===== config.mk =====
export PLATFORM = sky130hd
export DESIGN_NAME = id_ex_stage_flat
export DESIGN_NICKNAME = d
export VERILOG_FILES = /design/src/rtl/id_ex_stage_if.sv /design/src/rtl/id_ex_stage.sv /design/src/flat_wrapper.sv
export SDC_FILE = /design/constraint.sdc
export NUM_CORES = 1
export LEC_CHECK = 0
export ABC_AREA = 1
export BUFFER_PORTS_ARGS = -buffer_cell sky130_fd_sc_hd__buf_2
export CORE_AREA = 2 2 225 227
export DETAILED_ROUTE_END_ITERATION = 10
export DIE_AREA = 0 0 227 229
export GPL_ROUTABILITY_DRIVEN = 0
export SLEW_MARGIN = 10
export SYNTH_ARGS = -nofsm -noshare
export SYNTH_HDL_FRONTEND = slang
export SYNTH_SLANG_ARGS = --single-unit

===== constraint.sdc =====
create_clock -name clk -period 4.68 [get_ports clk]
set_input_delay 0 -clock clk [delete_from_list [all_inputs] [get_ports clk]]
set_output_delay 0 -clock clk [all_outputs]
set_load 0.05 [all_outputs]

===== src/rtl/id_ex_stage_if.sv =====
// id_ex_stage_if
//   Bundle of every non-clock/reset signal between the decode stage and its
//   neighbours (IF/ID register, register file, write-back, EX stage).
//   master : the environment (IF/ID, regfile, WB, EX) driving the stage
//   slave  : the id_ex_stage itself
//   Inputs to the stage : if_valid, if_instr, if_pc, flush, rf_rd1, rf_rd2,
//                         wb_regwrite, wb_rd, wb_data
//   Outputs of the stage: rf_ra1, rf_ra2, id_stall, ex_valid, ex_cls, ex_pc,
//                         ex_opa, ex_opb, ex_imm, ex_rd, ex_regwrite
interface id_ex_stage_if;
  logic        if_valid;
  logic [31:0] if_instr;
  logic [63:0] if_pc;
  logic        flush;

  logic [4:0]  rf_ra1;
  logic [4:0]  rf_ra2;
  logic [63:0] rf_rd1;
  logic [63:0] rf_rd2;

  logic        wb_regwrite;
  logic [4:0]  wb_rd;
  logic [63:0] wb_data;

  logic        id_stall;

  logic        ex_valid;
  logic [2:0]  ex_cls;
  logic [63:0] ex_pc;
  logic [63:0] ex_opa;
  logic [63:0] ex_opb;
  logic [63:0] ex_imm;
  logic [4:0]  ex_rd;
  logic        ex_regwrite;

  modport master (
    output if_valid, if_instr, if_pc, flush,
    output rf_rd1, rf_rd2,
    output wb_regwrite, wb_rd, wb_data,
    input  rf_ra1, rf_ra2, id_stall,
    input  ex_valid, ex_cls, ex_pc, ex_opa, ex_opb, ex_imm, ex_rd, ex_regwrite
  );

  modport slave (
    input  if_valid, if_instr, if_pc, flush,
    input  rf_rd1, rf_rd2,
    input  wb_regwrite, wb_rd, wb_data,
    output rf_ra1, rf_ra2, id_stall,
    output ex_valid, ex_cls, ex_pc, ex_opa, ex_opb, ex_imm, ex_rd, ex_regwrite
  );
endinterface


===== src/rtl/id_ex_stage.sv =====
// id_ex_stage
//   Instruction decode for the LEGv8 subset plus the ID/EX pipeline register.
//   Drives register-file read addresses, bypasses same-cycle write-back data,
//   detects load-use hazards (one-cycle stall + bubble) and honours flushes.
//   Ports:
//     clk   : rising-edge clock
//     reset : asynchronous active-low reset (0 clears the ID/EX register)
//     bus   : id_ex_stage_if.slave -- IF/ID inputs, regfile read ports,
//             write-back bus, stall output and the registered ex_* outputs
module id_ex_stage (
  input logic          clk,
  input logic          reset,
  id_ex_stage_if.slave bus
);

  typedef enum logic [2:0] {
    CLS_NOP  = 3'd0,
    CLS_ADD  = 3'd1,
    CLS_SUB  = 3'd2,
    CLS_ADDI = 3'd3,
    CLS_LDUR = 3'd4,
    CLS_STUR = 3'd5,
    CLS_CBZ  = 3'd6,
    CLS_B    = 3'd7
  } cls_e;

  typedef struct packed {
    logic        valid;
    cls_e        cls;
    logic [63:0] pc;
    logic [63:0] opa;
    logic [63:0] opb;
    logic [63:0] imm;
    logic [4:0]  rd;
    logic        regwrite;
  } idex_t;

  localparam logic [4:0] XZR = 5'd31;

  logic [31:0] instr;
  cls_e        dec_cls;
  logic [4:0]  ra1;
  logic [4:0]  ra2;
  logic        use1;
  logic        use2;
  logic [63:0] dec_imm;
  logic [63:0] opa;
  logic [63:0] opb;
  logic        dec_regwrite;
  logic        hazard;
  idex_t       ex_q;
  idex_t       ex_d;

  assign instr = bus.if_instr;

  // Decode: most specific opcode widths first so the first match wins.
  always_comb begin
    dec_cls = CLS_NOP;
    if (instr[31:21] == 11'h458)      dec_cls = CLS_ADD;
    else if (instr[31:21] == 11'h658) dec_cls = CLS_SUB;
    else if (instr[31:21] == 11'h7C2) dec_cls = CLS_LDUR;
    else if (instr[31:21] == 11'h7C0) dec_cls = CLS_STUR;
    else if (instr[31:22] == 10'h244) dec_cls = CLS_ADDI;
    else if (instr[31:24] == 8'hB4)   dec_cls = CLS_CBZ;
    else if (instr[31:26] == 6'h05)   dec_cls = CLS_B;
  end

  // Register addresses and which of them the instruction actually reads.
  // STUR/CBZ take their second source from the Rt field (Reg2Loc).
  always_comb begin
    ra1 = instr[9:5];
    ra2 = instr[20:16];
    use1 = 1'b0;
    use2 = 1'b0;
    unique case (dec_cls)
      CLS_ADD, CLS_SUB: begin
        use1 = 1'b1;
        use2 = 1'b1;
      end
      CLS_ADDI, CLS_LDUR: begin
        use1 = 1'b1;
      end
      CLS_STUR: begin
        ra2  = instr[4:0];
        use1 = 1'b1;
        use2 = 1'b1;
      end
      CLS_CBZ: begin
        ra2  = instr[4:0];
        use2 = 1'b1;
      end
      default: begin
        use1 = 1'b0;
        use2 = 1'b0;
      end
    endcase
  end

  always_comb begin
    dec_imm = '0;
    unique case (dec_cls)
      CLS_ADDI:           dec_imm = {52'd0, instr[21:10]};
      CLS_LDUR, CLS_STUR: dec_imm = {{55{instr[20]}}, instr[20:12]};
      CLS_CBZ:            dec_imm = {{43{instr[23]}}, instr[23:5], 2'b00};
      CLS_B:              dec_imm = {{36{instr[25]}}, instr[25:0], 2'b00};
      default:            dec_imm = '0;
    endcase
  end

  // Operand fetch with write-back bypass; XZR reads zero and is never bypassed.
  always_comb begin
    if (ra1 == XZR)
      opa = '0;
    else if (bus.wb_regwrite && (bus.wb_rd == ra1))
      opa = bus.wb_data;
    else
      opa = bus.rf_rd1;

    if (ra2 == XZR)
      opb = '0;
    else if (bus.wb_regwrite && (bus.wb_rd == ra2))
      opb = bus.wb_data;
    else
      opb = bus.rf_rd2;
  end

  always_comb begin
    dec_regwrite = 1'b0;
    if ((dec_cls == CLS_ADD) || (dec_cls == CLS_SUB) ||
        (dec_cls == CLS_ADDI) || (dec_cls == CLS_LDUR))
      dec_regwrite = (instr[4:0] != XZR);
  end

  // Load-use: the load in EX cannot supply its data to a consumer in ID yet.
  always_comb begin
    hazard = 1'b0;
    if (ex_q.valid && (ex_q.cls == CLS_LDUR) && (ex_q.rd != XZR) &&
        bus.if_valid && !bus.flush) begin
      if ((use1 && (ra1 == ex_q.rd)) || (use2 && (ra2 == ex_q.rd)))
        hazard = 1'b1;
    end
  end

  always_comb begin
    ex_d          = '0;
    ex_d.valid    = bus.if_valid;
    ex_d.cls      = dec_cls;
    ex_d.pc       = bus.if_pc;
    ex_d.opa      = opa;
    ex_d.opb      = opb;
    ex_d.imm      = dec_imm;
    ex_d.rd       = instr[4:0];
    ex_d.regwrite = bus.if_valid && dec_regwrite;
  end

  // Flush and hazard both load an all-zero bubble; flush also suppresses
  // the stall through the !flush term in the hazard condition.
  always_ff @(posedge clk or negedge reset) begin
    if (!reset)
      ex_q <= '0;
    else if (bus.flush || hazard)
      ex_q <= '0;
    else
      ex_q <= ex_d;
  end

  assign bus.rf_ra1      = ra1;
  assign bus.rf_ra2      = ra2;
  assign bus.id_stall    = hazard;
  assign bus.ex_valid    = ex_q.valid;
  assign bus.ex_cls      = ex_q.cls;
  assign bus.ex_pc       = ex_q.pc;
  assign bus.ex_opa      = ex_q.opa;
  assign bus.ex_opb      = ex_q.opb;
  assign bus.ex_imm      = ex_q.imm;
  assign bus.ex_rd       = ex_q.rd;
  assign bus.ex_regwrite = ex_q.regwrite;

endmodule


===== src/flat_wrapper.sv =====
// flat-port wrapper written by rule: the top's interface ports become plain ports
module id_ex_stage_flat 
  (clk, reset, bus_if_valid, bus_if_instr, bus_if_pc, bus_flush, bus_rf_rd1, bus_rf_rd2, bus_wb_regwrite, bus_wb_rd, bus_wb_data, bus_rf_ra1, bus_rf_ra2, bus_id_stall, bus_ex_valid, bus_ex_cls, bus_ex_pc, bus_ex_opa, bus_ex_opb, bus_ex_imm, bus_ex_rd, bus_ex_regwrite);
  id_ex_stage_if bus_i ();
  input logic clk;
  input logic reset;
  input wire logic [$bits(bus_i.if_valid)-1:0] bus_if_valid;
  input wire logic [$bits(bus_i.if_instr)-1:0] bus_if_instr;
  input wire logic [$bits(bus_i.if_pc)-1:0] bus_if_pc;
  input wire logic [$bits(bus_i.flush)-1:0] bus_flush;
  input wire logic [$bits(bus_i.rf_rd1)-1:0] bus_rf_rd1;
  input wire logic [$bits(bus_i.rf_rd2)-1:0] bus_rf_rd2;
  input wire logic [$bits(bus_i.wb_regwrite)-1:0] bus_wb_regwrite;
  input wire logic [$bits(bus_i.wb_rd)-1:0] bus_wb_rd;
  input wire logic [$bits(bus_i.wb_data)-1:0] bus_wb_data;
  output wire logic [$bits(bus_i.rf_ra1)-1:0] bus_rf_ra1;
  output wire logic [$bits(bus_i.rf_ra2)-1:0] bus_rf_ra2;
  output wire logic [$bits(bus_i.id_stall)-1:0] bus_id_stall;
  output wire logic [$bits(bus_i.ex_valid)-1:0] bus_ex_valid;
  output wire logic [$bits(bus_i.ex_cls)-1:0] bus_ex_cls;
  output wire logic [$bits(bus_i.ex_pc)-1:0] bus_ex_pc;
  output wire logic [$bits(bus_i.ex_opa)-1:0] bus_ex_opa;
  output wire logic [$bits(bus_i.ex_opb)-1:0] bus_ex_opb;
  output wire logic [$bits(bus_i.ex_imm)-1:0] bus_ex_imm;
  output wire logic [$bits(bus_i.ex_rd)-1:0] bus_ex_rd;
  output wire logic [$bits(bus_i.ex_regwrite)-1:0] bus_ex_regwrite;
  assign bus_i.if_valid = bus_if_valid;
  assign bus_i.if_instr = bus_if_instr;
  assign bus_i.if_pc = bus_if_pc;
  assign bus_i.flush = bus_flush;
  assign bus_i.rf_rd1 = bus_rf_rd1;
  assign bus_i.rf_rd2 = bus_rf_rd2;
  assign bus_i.wb_regwrite = bus_wb_regwrite;
  assign bus_i.wb_rd = bus_wb_rd;
  assign bus_i.wb_data = bus_wb_data;
  assign bus_rf_ra1 = bus_i.rf_ra1;
  assign bus_rf_ra2 = bus_i.rf_ra2;
  assign bus_id_stall = bus_i.id_stall;
  assign bus_ex_valid = bus_i.ex_valid;
  assign bus_ex_cls = bus_i.ex_cls;
  assign bus_ex_pc = bus_i.ex_pc;
  assign bus_ex_opa = bus_i.ex_opa;
  assign bus_ex_opb = bus_i.ex_opb;
  assign bus_ex_imm = bus_i.ex_imm;
  assign bus_ex_rd = bus_i.ex_rd;
  assign bus_ex_regwrite = bus_i.ex_regwrite;
  id_ex_stage u_core (.clk(clk), .reset(reset), .bus(bus_i));
endmodule

==> flow_summary.toml, run 1 <==
[grt]
grt_pass1_vias = 13605
grt_pass1_wl_um = 73500
grt.total_usage = 0.181
overflow = 0
antenna_found_initial = 5
grt_max_degree = 129

[detailed_routing]
vias = 12984
wl_met2_um = 23900
drt_iter0_drc = 957
via_per_inst = 4.43
postRouteAntennaNets = 0
wl_met1_um = 19300
routed.top_layer = "met5"
dr.pass1.iters = 5
drc_errors = 0
drt_wl_total_um = 49400
wl_per_cell_um = 16.8
dr_wl_met3_um = 3730

[synthesis]
synthesis.instances = 1419
ys_seq_area_frac = 0.506
synth.mux.area_fraction = 0
yosys.area_share.xor_xnor = 0.00308
yosysWarnings = 0
synthSimpleGateAreaFrac = 0.246
syn_nets = 1717
syn_area_mm2 = 0.0114
synthFlopType = "dfrtp_1"
synth-edff-count = 0
synth_fa_ha_area_frac = 0
synth_cell_types = 35
ys_seq_elements = 230
synth_top_family_by_area = "simple AND/OR/NAND/NOR gates"
synth.avg_cell_area_um2 = 8.02
synth_compound_area_frac = 0.0711
ys_async_sr_fraction = 1.00

[worst_setup_path]
cp.arrival_ns = 3.98
crit_path_end_kind = "flop"
startpoint_type = "primary input"
crit_fanout = 34
cp.required_ns = 5.15
path_cells = "dlygate4sd3_1 -> buf_2 -> inv_1 -> nand2_1 -> nor2_1 -> nand3_2 -> nand2_4 -> nand2_1 -> nand3_1 -> nand2_1 -> nor2_4 -> nand3_2 -> buf_4 -> nand2_1 -> nand3_1 -> dlygate4sd3_1 -> nor2_1"
cp_slowest_cell = "nand3_2"
r2r_slack_ns = 2.33
max_stage_delay_ns = 0.63
crit_type = "primary input to flop"
worst_path_most_repeated_cell = "nand2_1"

[run_status]
status = "finished, violations left"
violations = "negative hold slack"

[power]
power_density_mw_per_mm2 = 299
leakagePower_nw = 10.7
power_mw = 5.56
ir_drop_uv = 210

[sta]
hold_viol_final = 2
fin_skew_ns = 0.0131
fmax_mhz = 285
min_period_over_period = 0.750
maxSlewHeadroom = 0.381
fin_crit_ns = 3.51
worst_slew_pin_slew_ns = 0.929
hold_ws_ns = -0.0195
fin_tns_setup_ns = 0
rsz0062_at_grt = "no"
setup_viol = 0
drv_slew = 0

[cts]
clock_latency_ns = 0.55
clk_pin_slew_ns = 0.06
cts_buffers = 27
cts_sinks = 230
cts_resized = 0
cts_tree = "built"
root_buffer = "clkbuf_16"
clock_path_buffers = 3
htreeDepth = 1

[finish]
final_common_cell = "buf_2"
nFillCells = 4942
multi_input_area_mm2 = 0.00370
drive_above_1_share = 0.287
areaGrowthSynthToFinish_pct = 63.5
final_cell_mix = "buf_2 (573), dlygate4sd3_1 (328), inv_1 (301)"
nets = 2536
seq_area_mm2 = 0.00576

[floorplanning]
fp.dieH_um = 229
coreArea_mm2 = 0.0497
top_level_ports = 575
start_util = 0.229
die_x_um = 227
dieArea_mm2 = 0.0520
num_rows = 82

[placement]
port_buffers = 574
dp_hpwl_um = 32100

[job]
cap_violations = 0

[worst_hold_path]
hold_class = "primary input to flop"
==> sequential cells by signal (all words and copies together) (netlist names) <==
| register | count |
|---|---|
| u_core.bus.ex_opa | 64 |
| u_core.bus.ex_opb | 64 |
| u_core.bus.ex_pc | 64 |
| u_core.bus.ex_imm | 28 |
| u_core.bus.ex_rd | 5 |
| u_core.bus.ex_cls | 3 |
| u_core.bus.ex_regwrite | 1 |
| u_core.bus.ex_valid | 1 |
==> logic make-up (layout without fill, tap and decap cells) <==
| group | count (synthesis) | count (layout) |
|---|---|---|
| AND/OR/NAND/NOR | 644 | 644 |
| buffers and inverters | 429 | 1267 |
| flip-flops | 230 | 230 |
| AO/OA/AOI/OAI | 112 | 112 |
| XOR/XNOR | 4 | 4 |
| other | 0 | 2 |
==> metrics by stage <==
step	instance area (µm²)	cells	worst slack, ns	util	hold WS, ns
3_3_place_gp	14500	2553	1.63	0.291	0.0645
4_1_cts	18600	2929	1.22	0.375	0.00341
3_5_place_dp	14500	2553	1.57	0.291	0.0694
2_1_floorplan	11400	1419	2.15	-	-0.296
6_report	18600	2931	1.17	0.375	-0.0195
5_1_grt	18600	2931	0.852	0.375	0.00955
==> area by class of cell <==
class,instances,share of cell area
clock buffers,38,0.0407
clock inverters,10,0.00605
diodes,2,0.000269
flip-flops and latches,230,0.309
inverters,304,0.0613
repair buffers,915,0.339
well taps,672,0.0452
multi-input cells,760,0.199
==> Yosys cell counts, drive strengths merged, types with 4 or more instances <==
cell type  count  area share
inv          304        0.10
nor2         265       0.088
dfrtp        230        0.51
nand2        193       0.065
nand3        103       0.048
buf           97       0.065
nand4         69       0.038
o211ai        64       0.042
clkbuf        28      0.0092
a221oi        14       0.011
a21oi         13      0.0057
nor3           9      0.0040
o21ai          6      0.0026
o22ai          6      0.0033
o221ai         4      0.0031
xor2           4      0.0031
==> metal layers <==
layer / GRT usage / up-vias
met5: 0 / -
met4: 0.0913 / 6
met2: 0.313 / 659
met3: 0.0363 / 177
li1: - / 6004
met1: 0.211 / 6138
==> critical path: cells and delay by family <==
kind,cells,cell delay [ns]
buffers and inverters,5,1.88
AND/OR/NAND/NOR,12,2.08
==> path summary, 6_finish.rpt <==
kind | from | depth (start not counted) | to
setup / recovery | bus_if_instr[25] | 17 | u_core.bus.ex_opb[56]$_DFF_PN0_
hold / removal | bus_rf_rd2[14] | 5 | u_core.bus.ex_opb[14]$_DFF_PN0_
setup reg to reg | u_core.bus.ex_rd[2]$_DFF_PN0_ | 8 | u_core.bus.ex_pc[1]$_DFF_PN0_
hold reg to reg | u_core.bus.ex_rd[0]$_DFF_PN0_ | 4 | u_core.bus.ex_valid$_DFF_PN0_
max in group asynchronous | reset | 3 | u_core.bus.ex_pc[52]$_DFF_PN0_
min in group asynchronous | reset | 2 | u_core.bus.ex_pc[5]$_DFF_PN0_
==> power by group <==
part	total, mW	internal, mW	switching, mW
sequential	2.12	2.09	0.0335
clock	2.09	1.23	0.858
combinational	1.35	0.473	0.874
==> timing repair <==
| item | CTS | global route |
|---|---|---|
| setup endpoints to repair | 0 | 0 |
| hold buffers | 328 | 0 |
| buffers inserted | 0 | 0 |
| endpoints found under the hold margin | 310 | 0 |
No activity file was read; power rests on OpenSTA's default activity.
==> run 2, diff against run 1 <==
- clock period: 4.68 -> 3.5 ns (I/O delays scaled with it)
==> run 2 against run 1 <==
  * The run now ends clean
  * Non-clock buffer count rose by 13
  * Design area increased by 1.5%
  * Critical endpoint is now u_core.bus.ex_opb[4]$_DFF_PN0_
  * Register-to-register slack worse by 0.89 ns
  * Via count up 1.2%
  * Clock power increased by 47%
  * Die area stayed put
  * Global-route usage rose by 0.50 points
  * Final cell count rose by 0.72%
  * Highest routed layer unchanged
  * Flip-flop and latch count stayed put
  * Total power grew 39%
==> flow_summary.toml, run 2 (synthesis results as in run 1) <==
[worst_setup_path]
cp.required_ns = 3.93
crit_type = "primary input to flop"
crit_path_end_kind = "flop"
startpoint_type = "primary input"
crit_fanout = 64
cp.arrival_ns = 3.53

[cts]
cts_resized = 0
clock_path_buffers = 3
cts_buffers = 28
cts_sinks = 230
cts_tree = "built"
htreeDepth = 1
clock_latency_ns = 0.57
clk_pin_slew_ns = 0.06
root_buffer = "clkbuf_16"

[placement]
placed_area_mm2 = 0.0146
place_ws_ns = 0.877
dp_hpwl_um = 32800
port_buffers = 574

[detailed_routing]
postRouteAntennaNets = 0
vias = 13144
drc_errors = 0
drt_wl_total_um = 50100
dr.pass1.iters = 6
wl_per_cell_um = 17.0
drt_iter0_drc = 833
via_per_inst = 4.45

[sta]
fin_ws_ns = 0.398
min_period_over_period = 0.886
fin_skew_ns = 0.0186
drv_slew = 0
fin_tns_setup_ns = 0
fin_crit_ns = 3.10
hold_viol_final = 0
maxSlewHeadroom = 0.271
rsz0062_at_grt = "no"
hold_ws_ns = 0.100
worst_slew_pin_slew_ns = 1.09
setup_viol = 0
fmax_mhz = 322

[finish]
nFillCells = 4926
final_cell_mix = "buf_2 (573), dlygate4sd3_1 (328), inv_1 (301)"
areaGrowthSynthToFinish_pct = 66.0
drive_above_1_share = 0.294
final_common_cell = "buf_2"
nets = 2550
design_area_mm2 = 0.0189

[grt]
grt.total_usage = 0.186
antenna_found_initial = 9
grt_max_degree = 93
grt_pass1_vias = 13806
grt_pass1_wl_um = 75400
overflow = 0

[job]
cap_violations = 0

[floorplanning]
dieArea_mm2 = 0.0520
coreArea_mm2 = 0.0497
start_util = 0.229
num_rows = 82
fp.dieH_um = 229
die_x_um = 227
top_level_ports = 575

[worst_hold_path]
hold_class = "primary input to flop"

[power]
p_sw_mw = 2.43
power_mw = 7.73
clkPwrFrac = 0.397
comb_power_share = 0.236
power.internal_mw = 5.29
ir_drop_uv = 318
p_seq_frac = 0.367
sw_frac_of_total = 0.315
power_density_mw_per_mm2 = 409
leakagePower_nw = 10.8

[run_status]
status = "finished, final reports clean"
-- run 2: cell count changes in the layout (fill, tap and decap cells not counted) --
cell        delta
inv_6          +1
buf_4          +8
clkinv_4       +1
clkbuf_16      +2
clkbuf_1       -3
clkinvlp_4     -2
clkbuf_8       +5
buf_12         +5
diode_2        +4
-- run 2: cell type report --
cell class / count / area, µm² / area share
clock buffers: 42 / 865 / 0.0458
multi-input cells: 760 / 3700 / 0.196
flip-flops and latches: 230 / 5760 / 0.305
inverters: 304 / 1140 / 0.0604
repair buffers: 928 / 6460 / 0.342
well taps: 672 / 841 / 0.0445
diodes: 6 / 15.0 / 0.000795
clock inverters: 10 / 115 / 0.00609
-- run 2: path summary, 6_finish.rpt --
kind / to / startpoint / cells past startpoint / slack, ns
max in group asynchronous: u_core.bus.ex_opb[52]$_DFF_PN0_ / reset / 4 / 1.24
min: u_core.bus.ex_valid$_DFF_PN0_ / bus_if_valid / 8 / 0.1
min in group asynchronous: u_core.bus.ex_opa[52]$_DFF_PN0_ / reset / 3 / 0.48
min reg2reg: u_core.bus.ex_valid$_DFF_PN0_ / u_core.bus.ex_valid$_DFF_PN0_ / 5 / 0.89
max reg2reg: u_core.bus.ex_opb[9]$_DFF_PN0_ / u_core.bus.ex_rd[1]$_DFF_PN0_ / 10 / 1.44
max: u_core.bus.ex_opb[4]$_DFF_PN0_ / bus_if_instr[27] / 15 / 0.40
-- run 2: layer usage --
layer	global-route usage	vias up	part of all wire
li1	-	6042	-
met1	0.221	6204	0.40
met2	0.315	696	0.48
met3	0.0346	196	0.071
met4	0.100	6	0.055
met5	0	-	0.00068
-- run 2: power by group through the flow --
stage	Clock, mW	Combinational [mW]	Sequential, mW
floorplan	0	0.439	3.36
global placement	0	1.47	2.88
detailed placement	0	1.48	2.88
CTS	3.16	1.80	2.83
global route	3.26	1.94	2.85
finish	3.07	1.82	2.84
-- run 2: worst max-delay path: stages --
cell           delay, ns
dlygate4sd3_1       0.55
buf_2               0.16
nand2_1             0.09
nor2_1              0.18
nand3_2             0.29
nand2_4             0.21
nand2_1             0.11
nand3_1             0.08
nand2_1             0.08
nor2_4              0.10
buf_4               0.66
nand4_1             0.23
nand3_1             0.12
dlygate4sd3_1       0.56
nor2_1              0.05
-- run 2: through the flow --
| stage | cells | util |
|---|---|---|
| finish | 2952 | 0.380 |
| global route | 2951 | 0.380 |
| CTS | 2946 | 0.380 |
| detailed placement | 2566 | 0.294 |
| global placement | 2566 | 0.294 |
| floorplan | 1419 | - |
-- run 2: repair_timing --
item	CTS	global route
setup buffers	0	0
hold buffers	328	0
hold endpoints to repair	459	0
